### src/rtl/ac97_pkg.sv
// ac97_pkg: shared constants for the AC'97 link engine.
//   Frame geometry (256 bits, 16-bit tag slot followed by twelve 20-bit slots,
//   MSB first), tag bit positions and the link FSM state type.
//   Ports: none (package).
package ac97_pkg;

    localparam int FRAME_LEN   = 256;
    localparam int CNT_W       = $clog2(FRAME_LEN);
    localparam int LAST_BIT    = FRAME_LEN - 1;
    localparam int SAMPLE_W    = 20;
    localparam int TAG_W       = 16;
    localparam int SLOT0_START = 0;

    // Tag bit indices (same meaning in both directions)
    localparam int TAG_READY = 15;
    localparam int TAG_SLOT1 = 14;
    localparam int TAG_SLOT2 = 13;
    localparam int TAG_SLOT3 = 12;
    localparam int TAG_SLOT4 = 11;

    typedef enum logic {
        ST_STARTUP = 1'b0,
        ST_RUN     = 1'b1
    } link_state_t;

    // First frame bit of data slot k (1..12)
    function automatic logic [CNT_W-1:0] slot_start(input int k);
        return CNT_W'(TAG_W + SAMPLE_W * (k - 1));
    endfunction

endpackage

### src/rtl/ac97_slot_shifter.sv
// ac97_slot_shifter: 20-bit parallel-load, serial-out (MSB first) shift register.
//   clock    in   codec bit clock
//   reset_n  in   asynchronous active-low reset (register clears to 0)
//   load     in   load data this edge (wins over shift)
//   shift    in   shift left by one, zero fill
//   data     in   parallel load word
//   bit_out  out  current MSB, i.e. the bit presented on the serial line
module ac97_slot_shifter
    import ac97_pkg::*;
(
    input  logic                clock,
    input  logic                reset_n,
    input  logic                load,
    input  logic                shift,
    input  logic [SAMPLE_W-1:0] data,
    output logic                bit_out
);

    logic [SAMPLE_W-1:0] sr;

    always_ff @(posedge clock or negedge reset_n) begin
        if (!reset_n) begin
            sr <= '0;
        end else if (load) begin
            sr <= data;
        end else if (shift) begin
            sr <= {sr[SAMPLE_W-2:0], 1'b0};
        end
    end

    assign bit_out = sr[SAMPLE_W-1];

endmodule

### src/rtl/ac97_link.sv
// ac97_link: AC'97 controller link engine, clocked by the codec BIT_CLK.
//   clock, reset_n            bit clock, async active-low reset
//   sync, sdata_out           frame sync and serial data to codec
//   sdata_in                  serial data from codec
//   left_out, right_out       PCM to send (slots 3/4), latched at frame start
//   ready                     one pulse per frame: left_in/right_in fresh, next samples wanted
//   left_in, right_in         received PCM (slots 3/4)
//   cmd_valid/rw/addr/data    register command request; cmd_ready pulses on acceptance
//   status_valid/addr/data    register read-back from the codec
//
// state   | meaning
// STARTUP | sync/sdata_out held low for STARTUP_CYCLES clocks after reset
// RUN     | frames running continuously until reset
module ac97_link
    import ac97_pkg::*;
#(
    parameter int STARTUP_CYCLES = 256
) (
    input  logic                clock,
    input  logic                reset_n,
    output logic                sync,
    output logic                sdata_out,
    input  logic                sdata_in,
    input  logic [SAMPLE_W-1:0] left_out,
    input  logic [SAMPLE_W-1:0] right_out,
    output logic                ready,
    output logic [SAMPLE_W-1:0] left_in,
    output logic [SAMPLE_W-1:0] right_in,
    input  logic                cmd_valid,
    input  logic                cmd_rw,
    input  logic [6:0]          cmd_addr,
    input  logic [15:0]         cmd_data,
    output logic                cmd_ready,
    output logic                status_valid,
    output logic [6:0]          status_addr,
    output logic [15:0]         status_data
);

    localparam int SU_W = $clog2(STARTUP_CYCLES + 1);

    link_state_t                 state;
    logic [SU_W-1:0]             startup_cnt;
    logic [CNT_W-1:0]            bit_cnt;
    logic [CNT_W-1:0]            next_cnt;
    logic                        run;
    logic                        frame_start;

    logic                        cmd_taken;
    logic                        cmd_rw_q;
    logic [6:0]                  cmd_addr_q;
    logic [15:0]                 cmd_data_q;
    logic [SAMPLE_W-1:0]         left_q;
    logic [SAMPLE_W-1:0]         right_q;

    logic [2*SAMPLE_W-2:0]       rx_sr;
    logic [2*SAMPLE_W-1:0]       rx_next;
    logic [TAG_READY:TAG_SLOT4]  rx_tag;
    logic [6:0]                  rx_addr;
    logic [15:0]                 rx_data;

    logic                        tx_load;
    logic [SAMPLE_W-1:0]         tx_word;

    assign run         = (state == ST_RUN);
    assign next_cnt    = bit_cnt + 1'b1;
    assign frame_start = run && (bit_cnt == CNT_W'(LAST_BIT));
    // Window of the last 40 received bits including the one sampled this edge
    assign rx_next     = {rx_sr, sdata_in};

    // The shifter output is the registered sdata_out, so each slot is loaded on
    // the edge that moves bit_cnt onto the slot's first bit. The tag is loaded
    // on the frame-start edge itself, hence it uses cmd_valid directly.
    always_comb begin
        tx_load = 1'b0;
        tx_word = '0;
        if (run) begin
            if (next_cnt == CNT_W'(SLOT0_START)) begin
                tx_load = 1'b1;
                tx_word = {1'b1, cmd_valid, cmd_valid, 2'b11, 11'b0, 4'b0};
            end else if (next_cnt == slot_start(1)) begin
                tx_load = 1'b1;
                tx_word = cmd_taken ? {cmd_rw_q, cmd_addr_q, 12'b0} : '0;
            end else if (next_cnt == slot_start(2)) begin
                tx_load = 1'b1;
                tx_word = (cmd_taken && !cmd_rw_q) ? {cmd_data_q, 4'b0} : '0;
            end else if (next_cnt == slot_start(3)) begin
                tx_load = 1'b1;
                tx_word = left_q;
            end else if (next_cnt == slot_start(4)) begin
                tx_load = 1'b1;
                tx_word = right_q;
            end else if (next_cnt == slot_start(5)) begin
                // zero load; zero fill keeps slots 5..12 silent
                tx_load = 1'b1;
            end
        end
    end

    ac97_slot_shifter u_tx (
        .clock   (clock),
        .reset_n (reset_n),
        .load    (tx_load),
        .shift   (run),
        .data    (tx_word),
        .bit_out (sdata_out)
    );

    always_ff @(posedge clock or negedge reset_n) begin
        if (!reset_n) begin
            state        <= ST_STARTUP;
            startup_cnt  <= '0;
            bit_cnt      <= '0;
            sync         <= 1'b0;
            ready        <= 1'b0;
            left_in      <= '0;
            right_in     <= '0;
            cmd_ready    <= 1'b0;
            status_valid <= 1'b0;
            status_addr  <= '0;
            status_data  <= '0;
            cmd_taken    <= 1'b0;
            cmd_rw_q     <= 1'b0;
            cmd_addr_q   <= '0;
            cmd_data_q   <= '0;
            left_q       <= '0;
            right_q      <= '0;
            rx_sr        <= '0;
            rx_tag       <= '0;
            rx_addr      <= '0;
            rx_data      <= '0;
        end else begin
            ready        <= 1'b0;
            cmd_ready    <= 1'b0;
            status_valid <= 1'b0;
            case (state)
                ST_STARTUP: begin
                    if (startup_cnt == SU_W'(STARTUP_CYCLES - 1)) begin
                        state   <= ST_RUN;
                        bit_cnt <= CNT_W'(LAST_BIT);
                        sync    <= 1'b1;
                    end else begin
                        startup_cnt <= startup_cnt + 1'b1;
                    end
                end
                ST_RUN: begin
                    bit_cnt <= next_cnt;
                    // high for bit 255 and tag bits 0..14: leads the tag by one clock
                    sync    <= (next_cnt == CNT_W'(LAST_BIT)) ||
                               (next_cnt <= CNT_W'(TAG_W - 2));
                    rx_sr   <= rx_next[2*SAMPLE_W-2:0];

                    if (frame_start) begin
                        left_q    <= left_out;
                        right_q   <= right_out;
                        cmd_taken <= cmd_valid;
                        cmd_ready <= cmd_valid;
                        if (cmd_valid) begin
                            cmd_rw_q   <= cmd_rw;
                            cmd_addr_q <= cmd_addr;
                            cmd_data_q <= cmd_data;
                        end
                    end

                    // whole tag just received: frame bit 0 (tag bit 15) sits at [15]
                    if (next_cnt == slot_start(1)) begin
                        rx_tag <= rx_next[TAG_READY:TAG_SLOT4];
                    end

                    // slots 1 and 2 fill the window: slot1 in [39:20], slot2 in [19:0]
                    if (next_cnt == slot_start(3)) begin
                        rx_addr <= rx_next[38:32];
                        rx_data <= rx_next[19:4];
                    end

                    // last slot-4 bit sampled this edge
                    if (next_cnt == slot_start(5)) begin
                        ready <= 1'b1;
                        if (rx_tag[TAG_SLOT3]) begin
                            left_in <= rx_next[2*SAMPLE_W-1:SAMPLE_W];
                        end
                        if (rx_tag[TAG_SLOT4]) begin
                            right_in <= rx_next[SAMPLE_W-1:0];
                        end
                        if (rx_tag[TAG_READY] && rx_tag[TAG_SLOT1] && rx_tag[TAG_SLOT2]) begin
                            status_valid <= 1'b1;
                            status_addr  <= rx_addr;
                            status_data  <= rx_data;
                        end
                    end
                end
                default: state <= ST_STARTUP;
            endcase
        end
    end

endmodule

### config.mk
export PLATFORM = sky130hd
export DESIGN_NAME = ac97_link
export DESIGN_NICKNAME = d
export VERILOG_FILES = /design/src/rtl/ac97_pkg.sv /design/src/rtl/ac97_slot_shifter.sv /design/src/rtl/ac97_link.sv
export SDC_FILE = /design/constraint.sdc
export NUM_CORES = 1
export LEC_CHECK = 0
export CORE_ASPECT_RATIO = 0.75
export CORE_MARGIN = 5
export CORE_UTILIZATION = 23
export CTS_CLUSTER_SIZE = 20
export DETAILED_ROUTE_END_ITERATION = 10
export GPL_TIMING_DRIVEN = 0
export MAX_ROUTING_LAYER = met4
export SLEW_MARGIN = 25
export SYNTH_ARGS = -nofsm -noshare
export SYNTH_HDL_FRONTEND = slang
export SYNTH_SLANG_ARGS = --single-unit
### constraint.sdc
create_clock -name clock -period 2.8 [get_ports clock]
set_input_delay 0.7 -clock clock [delete_from_list [all_inputs] [get_ports clock]]
set_output_delay 0.7 -clock clock [all_outputs]
set_load 0.03 [all_outputs]
=== Yosys cells after proc, flatten, opt, wreduce, memory -nomap -nowiden ===
Cells that the tools add are included.

* Flip-flop bits (word level): 237
* Output and inout port bits: 68
* Word-level logic and storage cells: 81

* Add/sub/neg operators: 2
* Order comparisons: 1
* Equal/unequal tests: 9
* Mux-type cells: 29
* Bitwise operators: 2
* Reductions and logical operators: 16

{| class="wikitable"
|+ Operator list
! kind !! number
|-
| 2-to-1 mux 20 bit || 10
|-
| == test 8 x 6 -> 1 bit, second input constant || 2
|-
| == test 8 x 7 -> 1 bit, second input constant || 2
|-
| == test 8 bit, second input constant || 2
|-
| 2-to-1 mux 1 bit || 16
|-
| case mux 8 bit (2 select lines) || 1
|-
| AND reduction 3 bit || 4
|-
| adder 9 x 1 -> 9 bit, second input constant || 1
|-
| == test 9 x 8 -> 1 bit, second input constant || 1
|-
| adder 8 x 1 -> 8 bit, second input constant || 1
|-
| == test 8 x 5 -> 1 bit, second input constant || 1
|-
| less-or-equal comparator 8 x 4 -> 1 bit, second input constant || 1
|-
| logical NOT 8 bit || 1
|-
| 2-to-1 mux 8 bit || 1
|-
| AND reduction 2 bit || 4
|-
| logical AND 1 bit || 4
|-
| != test 2 bit, second input constant || 1
|-
| inverter 1 bit || 2
|-
| case mux 1 bit (2 select lines) || 1
|-
| nonzero test 2 bit || 1
|-
| logical NOT 1 bit || 1
|-
| logical OR 1 bit || 1
|}

=== Logic depth before layout (Yosys ltp) ===
* Depth in word-level cells: 10
* Gate-level depth with buffers: 11
* Depth with buffers taken out: 8

=== By module ===
From an unflattened synthesis, not the netlist that was laid out.

* Cells, all modules: 803
* Area, all modules: 10262.3 µm²

{| class="wikitable"
|+ Modules (own cells, without submodules)
! module !! times used !! cells an instance !! area each (µm²) !! sequential area each (µm²)
|-
| ac97_link || 1 || 717 || 9339.0 || 5430.2
|-
| ac97_slot_shifter || 1 || 86 || 923.4 || 500.5
|}

=== Worst setup path after synthesis ===
No wires, ideal clock.

* Kind: reg2reg
* Start: reg bit_cnt[0]
* End: reg status_data[10]
* Library setup time: 125 ps
* Data arrival time: 2460 ps
* Data required time: 2675 ps
* Setup slack: 215 ps
* Stages on the path, launching flop included: 11
* Buffers on the path: 3
* Path through: dfrtp_1 > ha_1 > buf_2 > or2_2 > o21ai_0 > a32oi_2 > nor4b_4 > and4_1 > buf_6 > buf_12 > mux2_4

* Longest elaborated chain between the ends: 3

{| class="wikitable"
|+ Ends and longest elaborated chain
! what !! line !! text
|-
| from (decl) || ac97_link.sv:43 || <nowiki>logic [CNT_W-1:0] bit_cnt;</nowiki>
|-
| from (signal assigned) || ac97_link.sv:139 || <nowiki>bit_cnt <= CNT_W'(LAST_BIT);</nowiki>
|-
| from (signal assigned) || ac97_link.sv:146 || <nowiki>bit_cnt <= next_cnt;</nowiki>
|-
| adder 8 x 1 -> 8 bit || ac97_link.sv:65 || <nowiki>assign next_cnt = bit_cnt + 1'b1;</nowiki>
|-
| == test 8 x 7 -> 1 bit || ac97_link.sv:176 || <nowiki>if (next_cnt == slot_start(5)) begin</nowiki>
|-
| AND reduction 3 bit (no source line) || - ||
|-
| to (signal assigned) || ac97_link.sv:187 || <nowiki>status_data <= rx_data;</nowiki>
|-
| to (decl) || ac97_link.sv:36 || <nowiki>output logic [15:0] status_data</nowiki>
|}

No other way between the ends.
A chain may end at the register's enable or synchronous reset.

=== Worst setup path after layout ===
* Start: reg bit_cnt[0]
* End: reg status_addr[6]

* Longest elaborated chain between the ends: 3

{| class="wikitable"
|+ Ends and longest elaborated chain
! what !! line !! text
|-
| adder 8 x 1 -> 8 bit || ac97_link.sv:65 ||
|-
| == test 8 x 7 -> 1 bit || ac97_link.sv:176 ||
|-
| AND reduction 3 bit (no source line) || - ||
|-
| to (signal assigned) || ac97_link.sv:186 || <nowiki>status_addr <= rx_addr;</nowiki>
|-
| to (decl) || ac97_link.sv:35 || <nowiki>output logic [6:0] status_addr,</nowiki>
|}

No other way between the ends.

==> summary.txt <==
Status
  – Status: complete, no violations

Layout
  – Sequential Area: between 0.005 and 0.006 mm2
  – Non-Filler Instances: 1504
  – Footprint of the multi-input gates: 0.00393 mm2
  – Area Growth Syn to Fin: 31.6%
  – Fraction of final layout cells sized beyond drive strength 1: 0.330
  – NumNets Final: just under 1k
  – Fill count: 4398

Critical path
  – Crit-path most repeated cell: buf_4
  – Startpoint Class: register
  – Crit-path max FO: 10
  – WS Path Type: reg2reg
  – Critical path's top delay family: simple AND/OR/NAND/NOR gates
  – R2r setup slk: 120 ps
  – Worst R2R Path Depth: 11
  – Crit. path cell count: 11
  – Reg-to-Reg End: status_addr[6]$_DFFE_PN0P_
  – Worst EP required: between 3000 and 4000 ps
  – CP arrival: roughly 3000 ps
  – Crit-path cells: ha_1 > buf_4 > or2_2 > o21ai_2 > a32oi_2 > nor4b_4 > buf_4 > and4_1 > buf_6 > buf_12 > mux2_4
  – FF-to-FF Start: bit_cnt[0]$_DFFE_PN0N_
  – Slowest-stage cell, CP: dfrtp_2
  – Max incr delay on CP: 430 ps
  – Crit path buf inv count: 4
  – CP Capture Type: register

Timing
  – Final worst-path cycle share: 0.958
  – Hold slack: 480 ps
  – Sum of negative setup slack: 0 ps
  – Worst slew pin tran: 842 ps
  – Max_slew headroom: 0.439
  – Final setup fails: 0
  – Slew Viols, Final: 0
  – Post-route clock skew: 13.8 ps
  – Final hold vios: 0
  – Final min period: 2680 ps
  – F_max: 0.373 GHz

Synth
  – Post-synth cell types: 64
  – Mapped Cells: 730
  – Post-synth EDFFs: 0
  – FF+latch count, synth: 237
  – Top cells by area, synth: dfrtp_1 (59%), mux2_2 (20%), mux2_4 (2.8%)
  – Ys async rst share: 1.00
  – Most frequent cell after synthesis: dfrtp_1
  – Sequential area share after synthesis: 0.587
  – Synth Area per Inst: 13.8 um2
  – Synth top area share: 0.587
  – Commonest cells post-synth: dfrtp_1 (237), mux2_2 (176), nand2_1 (37), nor2_1 (27), o21ai_0 (21)
  – Predominant post-synthesis flop cell: dfrtp_1
  – Synth Warn #: 0
  – Largest area contributor in the netlist: dfrtp_1
  – Syn nets: 804
  – Mapped Area: between 0.01 and 0.015 mm2

Clock network
  – Sink Count: 237
  – Clock root buffer: clkbuf_16
  – Later-pin clock latency in the skew report: between 500 and 600 ps
  – Clk buf depth: 3
  – Register clock-pin slew on the reported worst setup and hold paths: approximately 60 ps
  – H-tree levels: 1
  – CTS tree: done
  – Total CTS buffers: 26

Flow run
  – Max Cap Viol: 0

Global route
  – Initial antenna violation count: 1
  – Gr ovfl total: 0
  – Gr usage total: 0.106
  – Vias in the first global route: 6726
  – First-pass GRT wire length: 40.1 mm
  – Largest net degree at the start of global routing: 82

Placed design
  – Placed Cells: 1446
  – Detailed-placement wirelength estimate: ~18 mm
  – Input/output buffers: 135
  – Placer congestion estimate: 0.826

Route
  – DRC: 0
  – Post-route ant nets: 0
  – Final routed wire length divided by cell count: roughly 17 um
  – First DRT Iteration DRCs: roughly 320
  – Routed via count: around 6.6k
  – Final WL: between 20 and 30 mm
  – Initial DRT Pass Iterations: 5
  – Vias per cell: 4.38

Floorplan
  – Die Width: 252 um
  – Core area: 0.0434 mm2
  – Die Y: 192 um
  – Initial Utilization: 0.233
  – Rows: 66
  – DIE AREA: 0.0483 mm2
  – I/O pin count: 136

Pwr
  – Sw Pwr: 1.50 mW
  – Clk pwr share: 0.482
  – Sequential Power Share: 0.491
  – Pint: 5.48 mW
  – Sw frac: 0.214
  – Peak supply drop: 0.370 mV
  – Power per Cell Area: 525 mW/mm2
  – Logic pwr share: 0.027
  – Leak: 6.06 nW
  – Final Power: 6.98 mW

Min path
  – Hold path endpoint: startup_cnt[8]$_DFFE_PN0P_
  – Hold wc startpoint: startup_cnt[8]$_DFFE_PN0P_
  – WHS Path Cells: 2
  – Worst min path class: reg2reg
state kept, by name, summed over array words and instances (netlist names):
signal and flops:
left_q 20, rx_tag 5, run 1, status_data 16
rx_sr 39, right_q 20, cmd_addr_q 7, rx_addr 7
status_addr 7, right_in 20, cmd_ready 1, cmd_data_q 16
status_valid 1, rx_data 16, cmd_taken 1, left_in 20
sync 1, ready 1, bit_cnt 8, startup_cnt 9
u_tx.sr 20, cmd_rw_q 1
final cells by class:
type,instances,area share
flip-flops and latches,237,0.446
multi-input cells,441,0.295
plain buffers,43,0.0205
clock buffers,34,0.0558
inverters,8,0.00226
well taps,578,0.0544
repair buffers,151,0.118
diodes,1,0.000188
clock inverters,11,0.00734
repair_timing:
item / 4_1_cts / 5_1_grt
setup endpoints to repair: 124 / 75
pin swaps: 3 / 3
resized for setup: 13 / 11
gates cloned: 0 / 1
hold endpoints to repair: 13 / 0
buffers inserted: 9 / 2
hold buffers: 1 / 0
through the flow:
| stage | cell area [um2] | setup slack, ps | util |
|---|---|---|---|
| 2_1_floorplan | 10100 | 215 | - |
| 3_3_place_gp | 12200 | -9170 | 0.280 |
| 3_5_place_dp | 12300 | -323 | 0.282 |
| 4_1_cts | 13200 | 27.0 | 0.304 |
| 5_1_grt | 13300 | -2.59 | 0.306 |
| 6_report | 13300 | 117 | 0.306 |
power by group through the flow:
stage	sequential [mW]	clock (mW)	combinational (mW)
after floorplan	3.49	0	0.00142
after global placement	3.49	0	0.180
after detailed placement	3.49	0	0.196
after CTS	3.43	3.48	0.198
after global routing	3.42	3.62	0.212
final	3.43	3.36	0.190
tightest hold or removal path, cell delays in order, from the launching register on:
cell and delay, ps:
dfrtp_1 340, nand2_1 40, o21ai_0 60
layout by cell type, fill, tap and decap left out, types with 5 or more instances in the layout:
master,synthesis,routed
a21oi_1,13,12
a221oi_1,15,15
a31oi_1,10,10
and2_1,5,5
buf_1,6,6
buf_2,14,9
buf_4,3,17
clkbuf_1,15,13
clkbuf_16,0,28
clkdlybuf4s50_1,0,134
clkinv_2,0,5
dfrtp_1,237,235
ha_1,6,6
inv_1,6,6
mux2_2,176,176
mux2_4,19,19
nand2_1,37,36
nand3_1,16,16
nand4_1,10,10
nor2_1,27,26
nor2b_1,5,5
o21ai_0,21,19
xnor2_1,9,9
kinds of logic (layout without fill, tap and decap cells):
| logic type | Yosys count | after routing | share of synthesized area |
|---|---|---|---|
| XOR/XNOR | 14 | 14 | 0.0136 |
| AND/OR/NAND/NOR | 127 | 127 | 0.0688 |
| adder cells (fa/ha/maj) | 6 | 6 | 0.00743 |
| buffers and inverters | 52 | 247 | 0.0283 |
| AO/OA/AOI/OAI | 99 | 99 | 0.0707 |
| flip-flops | 237 | 237 | 0.587 |
| multiplexers | 195 | 195 | 0.224 |
| other | 0 | 1 | 0 |
per-layer routing:
layer	GRT usage	up-vias	part of all wire
met3	0.0242	29	0.056
li1	-	3026	-
met1	0.154	3368	0.49
met5	-	-	0
met2	0.156	161	0.44
met4	0.0167	0	0.014
how the worst max path moves through the flow:
stage	start	slack, ps	endpoint
after floorplan	bit_cnt[0]$_DFFE_PN0N_	210	status_data[10]$_DFFE_PN0P_
after global placement	reset_n	-9170	cmd_data_q[5]$_DFFE_PN0P_
after detailed placement	bit_cnt[0]$_DFFE_PN0N_	-320	u_tx.sr[3]$_DFFE_PN0P_
after CTS	bit_cnt[0]$_DFFE_PN0N_	30	status_addr[6]$_DFFE_PN0P_
after global routing	bit_cnt[0]$_DFFE_PN0N_	-3	status_data[15]$_DFFE_PN0P_
final	bit_cnt[0]$_DFFE_PN0N_	120	status_addr[6]$_DFFE_PN0P_
(Power assumes the default switching activity.)
